### src/rtl/party_io_pkg.sv
`default_nettype none
// ============================================================================
//  Module      : party_io_pkg
//  Description : Shared types and helpers for the party board I/O blocks.
//                - key_state_t : per-key hold-tracking state
//                - key_cnt_width() : width of a counter that must reach the
//                  given value without wrapping
//  Revision    : 1.0  initial release
// ============================================================================
package party_io_pkg;

    // Per-channel hold state: released, pressed (counting towards long),
    // held (long-press reached, auto-repeating).
    typedef enum logic [1:0] {
        KEY_IDLE    = 2'd0,
        KEY_PRESSED = 2'd1,
        KEY_HELD    = 2'd2
    } key_state_t;

    // Bits needed to hold 0..count. A zero or negative count still yields a
    // one-bit counter so that disabled features elaborate cleanly.
    function automatic int key_cnt_width(input int count);
        return (count < 1) ? 1 : $clog2(count + 1);
    endfunction

endpackage : party_io_pkg
`default_nettype wire

### src/rtl/party_key_channel.sv
`default_nettype none
// ============================================================================
//  Module      : party_key_channel
//  Description : One pushbutton channel: 2-FF synchroniser, polarity
//                normalisation, counter debounce, press/release pulses,
//                long-press detection, auto-repeat and a sticky pending bit.
//  Ports       : clk, rst          clock, asynchronous active-high reset
//                i_key_raw         raw key pin (asynchronous)
//                i_enable          0 suppresses event pulses / pending sets
//                i_ack             clears the pending bit
//                o_level           debounced state, 1 = pressed
//                o_press/o_release 1-cycle pulses on debounced edges
//                o_long            1-cycle pulse when hold reaches LONG_CYCLES
//                o_repeat          1-cycle auto-repeat pulse while held
//                o_pending         sticky, set by press/repeat, cleared by ack
//  Revision    : 1.0  initial release
// ============================================================================
module party_key_channel
    import party_io_pkg::*;
#(
    parameter bit ACTIVE_LOW      = 1'b1,
    parameter int DEBOUNCE_CYCLES = 500000,
    parameter int LONG_CYCLES     = 50000000,
    parameter int REPEAT_CYCLES   = 10000000
) (
    input  logic clk,
    input  logic rst,
    input  logic i_key_raw,
    input  logic i_enable,
    input  logic i_ack,
    output logic o_level,
    output logic o_press,
    output logic o_release,
    output logic o_long,
    output logic o_repeat,
    output logic o_pending
);

    localparam int c_DEB_W  = key_cnt_width(DEBOUNCE_CYCLES);
    localparam int c_HOLD_W = key_cnt_width(LONG_CYCLES);
    localparam int c_REP_W  = key_cnt_width(REPEAT_CYCLES);

    localparam logic [c_DEB_W-1:0]  c_DEB_LAST  = c_DEB_W'(DEBOUNCE_CYCLES - 1);
    localparam logic [c_DEB_W-1:0]  c_DEB_ONE   = c_DEB_W'(1);
    localparam logic [c_HOLD_W-1:0] c_HOLD_LAST = c_HOLD_W'(LONG_CYCLES - 1);
    localparam logic [c_HOLD_W-1:0] c_HOLD_ONE  = c_HOLD_W'(1);
    localparam logic [c_REP_W-1:0]  c_REP_LAST  = c_REP_W'(REPEAT_CYCLES - 1);
    localparam logic [c_REP_W-1:0]  c_REP_ONE   = c_REP_W'(1);

    logic                r_sync1;
    logic                r_sync2;
    logic                r_level;
    logic [c_DEB_W-1:0]  r_deb_cnt;
    logic [c_HOLD_W-1:0] r_hold_cnt;
    logic [c_REP_W-1:0]  r_rep_cnt;
    key_state_t          r_state;
    logic                r_press;
    logic                r_release;
    logic                r_long;
    logic                r_repeat;
    logic                r_pending;

    logic w_s;
    logic w_differ;
    logic w_flip;
    logic w_rise;
    logic w_fall;

    // Normalised synchronised sample: 1 = pressed regardless of pin polarity.
    assign w_s      = r_sync2 ^ ACTIVE_LOW;
    assign w_differ = (w_s != r_level);
    // The debounced level flips on the edge where the counter has seen
    // DEBOUNCE_CYCLES-1 earlier differing samples and the current one still differs.
    assign w_flip   = w_differ && (r_deb_cnt == c_DEB_LAST);
    assign w_rise   = w_flip &  w_s;
    assign w_fall   = w_flip & ~w_s;

    always_ff @(posedge clk or posedge rst) begin
        if (rst) begin
            // Sync FFs hold the released pin level so nothing fires out of reset.
            r_sync1    <= ACTIVE_LOW;
            r_sync2    <= ACTIVE_LOW;
            r_level    <= 1'b0;
            r_deb_cnt  <= '0;
            r_hold_cnt <= '0;
            r_rep_cnt  <= '0;
            r_state    <= KEY_IDLE;
            r_press    <= 1'b0;
            r_release  <= 1'b0;
            r_long     <= 1'b0;
            r_repeat   <= 1'b0;
            r_pending  <= 1'b0;
        end else begin
            r_sync1 <= i_key_raw;
            r_sync2 <= r_sync1;

            if (!w_differ) begin
                r_deb_cnt <= '0;
            end else if (w_flip) begin
                r_level   <= w_s;
                r_deb_cnt <= '0;
            end else begin
                r_deb_cnt <= r_deb_cnt + c_DEB_ONE;
            end

            // Pulses coincide with the first cycle of the new level.
            r_press   <= w_rise & i_enable;
            r_release <= w_fall & i_enable;
            r_long    <= 1'b0;
            r_repeat  <= 1'b0;

            // A fall overrides every state, so long/repeat never share a
            // cycle with release.
            if (w_fall) begin
                r_state    <= KEY_IDLE;
                r_hold_cnt <= '0;
                r_rep_cnt  <= '0;
            end else begin
                case (r_state)
                    KEY_IDLE: begin
                        if (w_rise) begin
                            r_state    <= KEY_PRESSED;
                            r_hold_cnt <= '0;
                        end
                    end
                    KEY_PRESSED: begin
                        if (r_hold_cnt == c_HOLD_LAST) begin
                            r_state   <= KEY_HELD;
                            r_rep_cnt <= '0;
                            r_long    <= i_enable;
                        end else begin
                            r_hold_cnt <= r_hold_cnt + c_HOLD_ONE;
                        end
                    end
                    KEY_HELD: begin
                        if (REPEAT_CYCLES != 0) begin
                            if (r_rep_cnt == c_REP_LAST) begin
                                r_rep_cnt <= '0;
                                r_repeat  <= i_enable;
                            end else begin
                                r_rep_cnt <= r_rep_cnt + c_REP_ONE;
                            end
                        end
                    end
                    default: begin
                        r_state <= KEY_IDLE;
                    end
                endcase
            end

            // Set comes from the registered (already enable-gated) pulses and
            // is OR-ed after the ack mask, so a coincident ack cannot lose it.
            r_pending <= (r_pending & ~i_ack) | r_press | r_repeat;
        end
    end

    assign o_level   = r_level;
    assign o_press   = r_press;
    assign o_release = r_release;
    assign o_long    = r_long;
    assign o_repeat  = r_repeat;
    assign o_pending = r_pending;

endmodule : party_key_channel
`default_nettype wire

### src/rtl/party_key_conditioner.sv
`default_nettype none
// ============================================================================
//  Module      : party_key_conditioner
//  Description : N-channel pushbutton conditioner between the board KEY pins
//                and the PIO / game logic. Each bit is an independent
//                party_key_channel.
//  Ports       : clk_clk      system clock
//                reset_reset  asynchronous active-high reset
//                key_raw_i    raw key pins
//                enable_i     0 suppresses event pulses / pending sets
//                ack_i        per-bit pending clear mask
//                level_o      debounced state (1 = pressed)
//                press_o, release_o, long_o, repeat_o  1-cycle event pulses
//                pending_o    sticky event flags
//  Revision    : 1.0  initial release
// ============================================================================
module party_key_conditioner
    import party_io_pkg::*;
#(
    parameter int N_KEYS          = 4,
    parameter int ACTIVE_LOW      = 1,
    parameter int DEBOUNCE_CYCLES = 500000,
    parameter int LONG_CYCLES     = 50000000,
    parameter int REPEAT_CYCLES   = 10000000
) (
    input  logic              clk_clk,
    input  logic              reset_reset,
    input  logic [N_KEYS-1:0] key_raw_i,
    input  logic              enable_i,
    input  logic [N_KEYS-1:0] ack_i,
    output logic [N_KEYS-1:0] level_o,
    output logic [N_KEYS-1:0] press_o,
    output logic [N_KEYS-1:0] release_o,
    output logic [N_KEYS-1:0] long_o,
    output logic [N_KEYS-1:0] repeat_o,
    output logic [N_KEYS-1:0] pending_o
);

    for (genvar g = 0; g < N_KEYS; g++) begin : g_channel
        party_key_channel #(
            .ACTIVE_LOW      (ACTIVE_LOW != 0),
            .DEBOUNCE_CYCLES (DEBOUNCE_CYCLES),
            .LONG_CYCLES     (LONG_CYCLES),
            .REPEAT_CYCLES   (REPEAT_CYCLES)
        ) u_channel (
            .clk       (clk_clk),
            .rst       (reset_reset),
            .i_key_raw (key_raw_i[g]),
            .i_enable  (enable_i),
            .i_ack     (ack_i[g]),
            .o_level   (level_o[g]),
            .o_press   (press_o[g]),
            .o_release (release_o[g]),
            .o_long    (long_o[g]),
            .o_repeat  (repeat_o[g]),
            .o_pending (pending_o[g])
        );
    end

endmodule : party_key_conditioner
`default_nettype wire

### config.mk
export PLATFORM = sky130hd
export DESIGN_NAME = party_key_conditioner
export DESIGN_NICKNAME = d
export VERILOG_FILES = /design/src/rtl/party_io_pkg.sv /design/src/rtl/party_key_channel.sv /design/src/rtl/party_key_conditioner.sv
export SDC_FILE = /design/constraint.sdc
export NUM_CORES = 1
export LEC_CHECK = 0
export CAP_MARGIN = 15
export CORE_MARGIN = 10
export CORE_UTILIZATION = 35
export DETAILED_ROUTE_END_ITERATION = 10
export GPL_ROUTABILITY_DRIVEN = 0
export GPL_TIMING_DRIVEN = 0
export SLEW_MARGIN = 0
export SYNTH_ARGS = -nofsm -noshare
export SYNTH_HDL_FRONTEND = slang
export SYNTH_SLANG_ARGS = --single-unit
### constraint.sdc
create_clock -name clk_clk -period 22.4 [get_ports clk_clk]
set_clock_uncertainty 0.2 [all_clocks]
set_input_delay 5.6 -clock clk_clk [delete_from_list [all_inputs] [get_ports clk_clk]]
set_output_delay 5.6 -clock clk_clk [all_outputs]
set_load 0.01 [all_outputs]
== Word-level counts from Yosys, hierarchy flattened ==
Cells that the tools add are included.
Widths: inputs -> output; s select.

* $mul: 0
* Multiplexer cells: 80
* Equality and inequality tests: 40
* Div/mod/pow operators: 0
* Bitwise operators: 36
* $add $sub $neg: 12
* Magnitude comparators: 0
* Reduce and logical (&&, ||, !) cells: 32
* Shift-type cells: 0

{| class="wikitable"
|+ Operator list
! operator !! count
|-
| $mux 26 || 12
|-
| $mux 24 || 12
|-
| $pmux 26 s2 || 4
|-
| $pmux 24 s2 || 4
|-
| $mux 19 || 8
|-
| $add 26x1->26 const B || 4
|-
| $eq 26x26->1 const B || 4
|-
| $add 24x1->24 const B || 4
|-
| $eq 24x24->1 const B || 4
|-
| $add 19x1->19 const B || 4
|-
| $eq 19x19->1 const B || 4
|-
| $mux 1 || 24
|-
| $mux 2 || 12
|-
| $ne 3x1->1 const B || 8
|-
| $pmux 2 s3 || 4
|-
| $reduce_and 3->1 || 8
|-
| $reduce_bool 3->1 || 8
|-
| $and 1x1->1 || 20
|-
| $reduce_and 2->1 || 8
|-
| $ne 3x2->1 const B || 4
|-
| $eq 2x1->1 const B || 4
|-
| $eq 2x2->1 const B || 4
|-
| $logic_not 2->1 || 4
|-
| $ne 2x1->1 const B || 4
|-
| 4 further kinds || 24
|}

* Input port bits: 11
* Flip-flop bits (word level): 316
* ROM bits: 0
* Memory bits (writable): 0
* Output and inout bits: 24
* Memories: 0
* Latch bits: 0
* Word-level logic and storage cells: 248

== Logic depth before layout (Yosys ltp) ==
* Word-level depth: 7
* Mapped depth: 11
* Depth with buffers taken out: 7

== By module ==
Synthesis repeated with hierarchy kept, for this count alone.

* Cells, all modules: 2019
* Area, all modules: 18245.0 µm²

{| class="wikitable"
|+ By module, submodules not included
! module !! cells an instance !! times used !! sequential area each (µm²) !! area each (µm²)
|-
| party_key_channel at g_channel[0].u_channel ... || 511 || 3 || 1979.4 || 4589.4
|-
| party_key_channel at g_channel[3].u_channel || 486 || 1 || 1979.4 || 4476.8
|}

== Worst setup path after synthesis ==
OpenSTA, ideal clock, no wires.

* Path type: register to output
* Start point: register g_channel[3].u_channel.r_level
* End point: output level_o[3]
* Path buffers: 1
* Cell stages (with the launch flop): 2
* Data required time: 16.600 ns
* Setup slack: 16.060 ns
* Data arrival time: 0.540 ns
* Path through: dfrtp_1 -> buf_4

{| class="wikitable"
|+ RTL lines
! item !! RTL line !! source
|-
| from (decl) || party_key_channel.sv:52 || <nowiki>logic r_level;</nowiki>
|-
| from (signal assigned) || party_key_channel.sv:100 || <nowiki>r_level <= w_s;</nowiki>
|-
| to (decl) || party_key_conditioner.sv:31 || <nowiki>output logic [N_KEYS-1:0] level_o,</nowiki>
|}

No word-level cell between the ends.

== Worst setup path in the final report ==
* Start point: input enable_i
* End point: register g_channel[2].u_channel.r_long

* Cells in the longest elaborated chain, start to end: 3

{| class="wikitable"
|+ RTL lines
! item !! RTL line !! source
|-
| from (decl) || party_key_conditioner.sv:29 || <nowiki>input logic enable_i,</nowiki>
|-
| $mux 1 || party_key_channel.sv:127 || <nowiki>if (r_hold_cnt == c_HOLD_LAST) begin</nowiki>
|-
| $mux 1 || party_key_channel.sv:119 || <nowiki>case (r_state)</nowiki>
|-
| $mux 1 || party_key_channel.sv:114 || <nowiki>if (w_fall) begin</nowiki>
|-
| to (signal assigned) || party_key_channel.sv:130 || <nowiki>r_long <= i_enable;</nowiki>
|-
| to (decl) || party_key_channel.sv:59 || <nowiki>logic r_long;</nowiki>
|}

No other way between the ends.
A chain may end at the register's enable or synchronous reset.

==> summary.md <==
| Metric | Value |
|---|---|
| Outcome | complete, no violations |
| Total Routed Length | between 40000 and 50000 um |
| Die Y | 241 um |
| Synth async-reset ratio | 1.00 |
| Worst EP arrival | just under 8 ns |
| Buffer count from post-CTS setup fixing | 0 |
| Detailed Route Iter0 Violations | about 1100 |
| CP max stage cell | clkdlybuf4s50_1 |
| Mean post-synth cell area | between 8 and 9 sq um |
| Gate Count Post-Synth | about 1900 |
| Register area share after synthesis | 0.464 |
| Tightest Pin Transition | between 1 and 1.5 ns |
| Fin nets | ~2000 |
| Setup TNS | 0 ns |
| Synth cell types | 74 |
| Syn. warnings | 0 |
| CTS tree | built |
| Sw Share | 0.213 |
| Post-detailed-route wirelength per cell | 15.3 um |
| Synth top area share | 0.452 |
| First-pass GRT wire length | roughly 70000 um |
| Fill count | roughly 4600 |
| Final Hold Viols | 0 |
| Post-CTS Resized | 0 |
| Io pins | 35 |
| RSZ-0062 raised after global routing | no |
| Net Switching | between 0.2 and 0.3 mW |
| Share of cells above drive strength 1 | 0.0681 |
| Drt via density | 5.54 |
| Most common flop cell mapped by yosys | dfrtp_1 |
| Critical Path End Type | flip-flop |
| Leakage power total | between 7 and 8 nW |
| Crit-path leading delay family | buffers and inverters |
| Root Buffer | clkbuf_16 |
| 1st-pass router iterations | 5 |
| Hold Buf Count CTS | 0 |
| ANT cells | 0 |
| CP max stage delay | about 0.85 ns |
| Clk sinks | between 300 and 400 |
| Initial Utilization | 0.356 |
| Fin. max-slew vios | 0 |
| Residual DRC | 0 |
| Synth Cell Area | 17100 sq um |
| Worst path bufs/invs | 2 |
| Bufs on Longest Clock Path | 3 |
| Register share of total power | 0.460 |
| Crit Path Max Fanout | 10 |
| P_int | just under 1 mW |
| Final setup fails | 0 |
| Port-buffer cells | 34 |
| Power per cell area | ~64 nW/um^2 |
| Startpoint Class | primary input |
| DR vias | roughly 15000 |
| Commonest cells in the netlist | 308 x dfrtp_1, 200 x nor2_1, 172 x o21ai_0, 145 x nand2_1, 127 x nand3_1 |
| Top-count cell post-synth | dfrtp_1 |
| Core Area | approximately 48000 sq um |
| Mapped Nets | ~1900 |
| HPWL Detailed | approximately 27000 um |
| Rows | 80 |
| Grt ovf | 0 |
| Die Area | 58000 sq um |
| Initial antenna violation count | 0 |
| Worst skew pair latency | 0.54 ns |
| Clk pin slew, worst setup/hold paths | approximately 0.060 ns |
| Min-delay worst type | flip-flop to flip-flop |
| Crit path time final | about 7.6 ns |
| Tcrit/Tclk final | 0.340 |
| EDFF count, synth | 0 |
| Share of total power in combinational logic | 0.018 |
| Gr usage total | 0.139 |
| Routed Antenna Nets | 0 |
| Clock power frac | 0.523 |
| Flops & latches, synth | 316 |
| Max IR drop VDD | 0.0415 mV |
| Crit path cell chain | clkdlybuf4s50_1 > clkinv_1 > nor4_1 |
| Fmax | between 0.1 and 0.15 GHz |
| Top cell type by total area after synthesis | dfrtp_1 |
| Largest net degree at the start of global routing | between 100 and 150 |
| Chip Width | approximately 240 um |
| CP required | 22.58 ns |
| H-tree depth | 2 |
| WS Path Type | primary input to flip-flop |
| Synth top area cells | dfrtp_1 45%, o21ai_0 5.0%, nor2_1 4.4%, nand3_1 3.7%, nand2_1 3.2% |
| Vias in the first global route | between 10000 and 15000 |
| CTS Buf Count | 37 |
| Max Cap Viol | 0 |
| Rel. slew slack | 0.202 |
| Synth-to-layout area growth | 14.9% |
| Post-layout util | 0.409 |
==> per-stage QoR <==
stage / worst slack (ns) / cells / hold WS, ns / instance area, sq um / total power [mW]
final: 14.78 / 2626 / 0.155 / 19600 / 1.25
after global routing: 14.68 / 2626 / 0.160 / 19600 / 1.30
after CTS: 14.68 / 2626 / 0.156 / 19600 / 1.27
after detailed placement: 14.12 / 2559 / 0.148 / 18300 / 0.610
after global placement: 3.54 / 2555 / 0.147 / 18200 / 0.608
after floorplan: 7.87 / 1906 / 0.145 / 17100 / 0.600
==> worst paths after layout <==
kind | from | end | slack [ns] | cells past startpoint
setup reg to reg | g_channel[0].u_channel.r_hold_cnt[0] | g_channel[0].u_channel.r_hold_cnt[18] | 18.74 | 10
min in group asynchronous | reset_reset | g_channel[0].u_channel.r_deb_cnt[0] | 5.32 | 2
hold reg to reg | g_channel[2].u_channel.r_sync1 | g_channel[2].u_channel.r_sync2 | 0.15 | 0
setup / recovery | enable_i | g_channel[2].u_channel.o_long | 14.78 | 3
max in group asynchronous | reset_reset | g_channel[3].u_channel.o_release | 15.79 | 3
hold / removal | g_channel[2].u_channel.r_sync1 | g_channel[2].u_channel.r_sync2 | 0.15 | 0
==> kinds of logic (layout without fill, tap and decap cells) <==
kind of cell / count (synthesis) / count (layout) / synth area share
AND/OR/NAND/NOR: 875 / 875 / 0.273
XOR/XNOR: 73 / 73 / 0.0375
buffers and inverters: 165 / 270 / 0.0425
multiplexers: 9 / 9 / 0.00536
AO/OA/AOI/OAI: 439 / 439 / 0.156
flip-flops: 316 / 316 / 0.464
adder cells (fa/ha/maj): 29 / 29 / 0.0213
==> power by group through the flow <==
| stage | registers, mW | logic (mW) | clock network (mW) |
|---|---|---|---|
| finish | 0.577 | 0.0220 | 0.655 |
| global placement | 0.587 | 0.0211 | 0 |
| floorplan | 0.586 | 0.0135 | 0 |
| CTS | 0.576 | 0.0236 | 0.675 |
| global route | 0.577 | 0.0260 | 0.697 |
| detailed placement | 0.587 | 0.0234 | 0 |
==> registers in the layout (all words and copies together) (netlist names) <==
signal / count
g_channel.u_channel.o_pending: 4
g_channel.u_channel.r_sync1: 4
g_channel.u_channel.r_sync2: 4
g_channel.u_channel.r_state: 8
g_channel.u_channel.o_release: 4
g_channel.u_channel.o_press: 4
g_channel.u_channel.r_hold_cnt: 104
g_channel.u_channel.o_level: 4
g_channel.u_channel.r_rep_cnt: 96
g_channel.u_channel.o_long: 4
g_channel.u_channel.r_deb_cnt: 76
g_channel.u_channel.o_repeat: 4
==> layout make-up <==
cell class	count	area, sq um	share of cell area
plain buffers	95	462	0.0236
well taps	615	769	0.0393
multi-input cells	1425	8410	0.429
clock buffers	48	1070	0.0546
flip-flops and latches	316	7920	0.404
repair buffers	38	430	0.0220
clock inverters	19	263	0.0134
inverters	70	270	0.0138
==> routing by layer <==
layer,up-vias,track usage,wire length (um)
met5,-,0,0
met4,0,0.0427,805
met3,56,0.0187,1440
met2,269,0.230,19100
met1,7089,0.185,18900
li1,7125,-,-
==> layout by cell type (no fill, tap or decap), types with 15 or more instances in the layout <==
cell               n
ha_1              29
clkbuf_1          65
xor2_1            45
inv_1             68
and4_1            29
nand2_1          145
a21oi_1          103
nor3_1            42
and3_1            48
o21ai_0          172
buf_4             25
clkdlybuf4s50_1   34
nand3_1          127
clkbuf_16         39
nor2_1           200
o41ai_1           17
xnor2_1           28
and2_1            18
or3_1             54
nand4_1           62
or4_1             35
o31ai_1           65
or2_2             15
a31oi_1           20
nor4_1            31
dfrtp_1          308
Power figures use the tool's default switching activity.
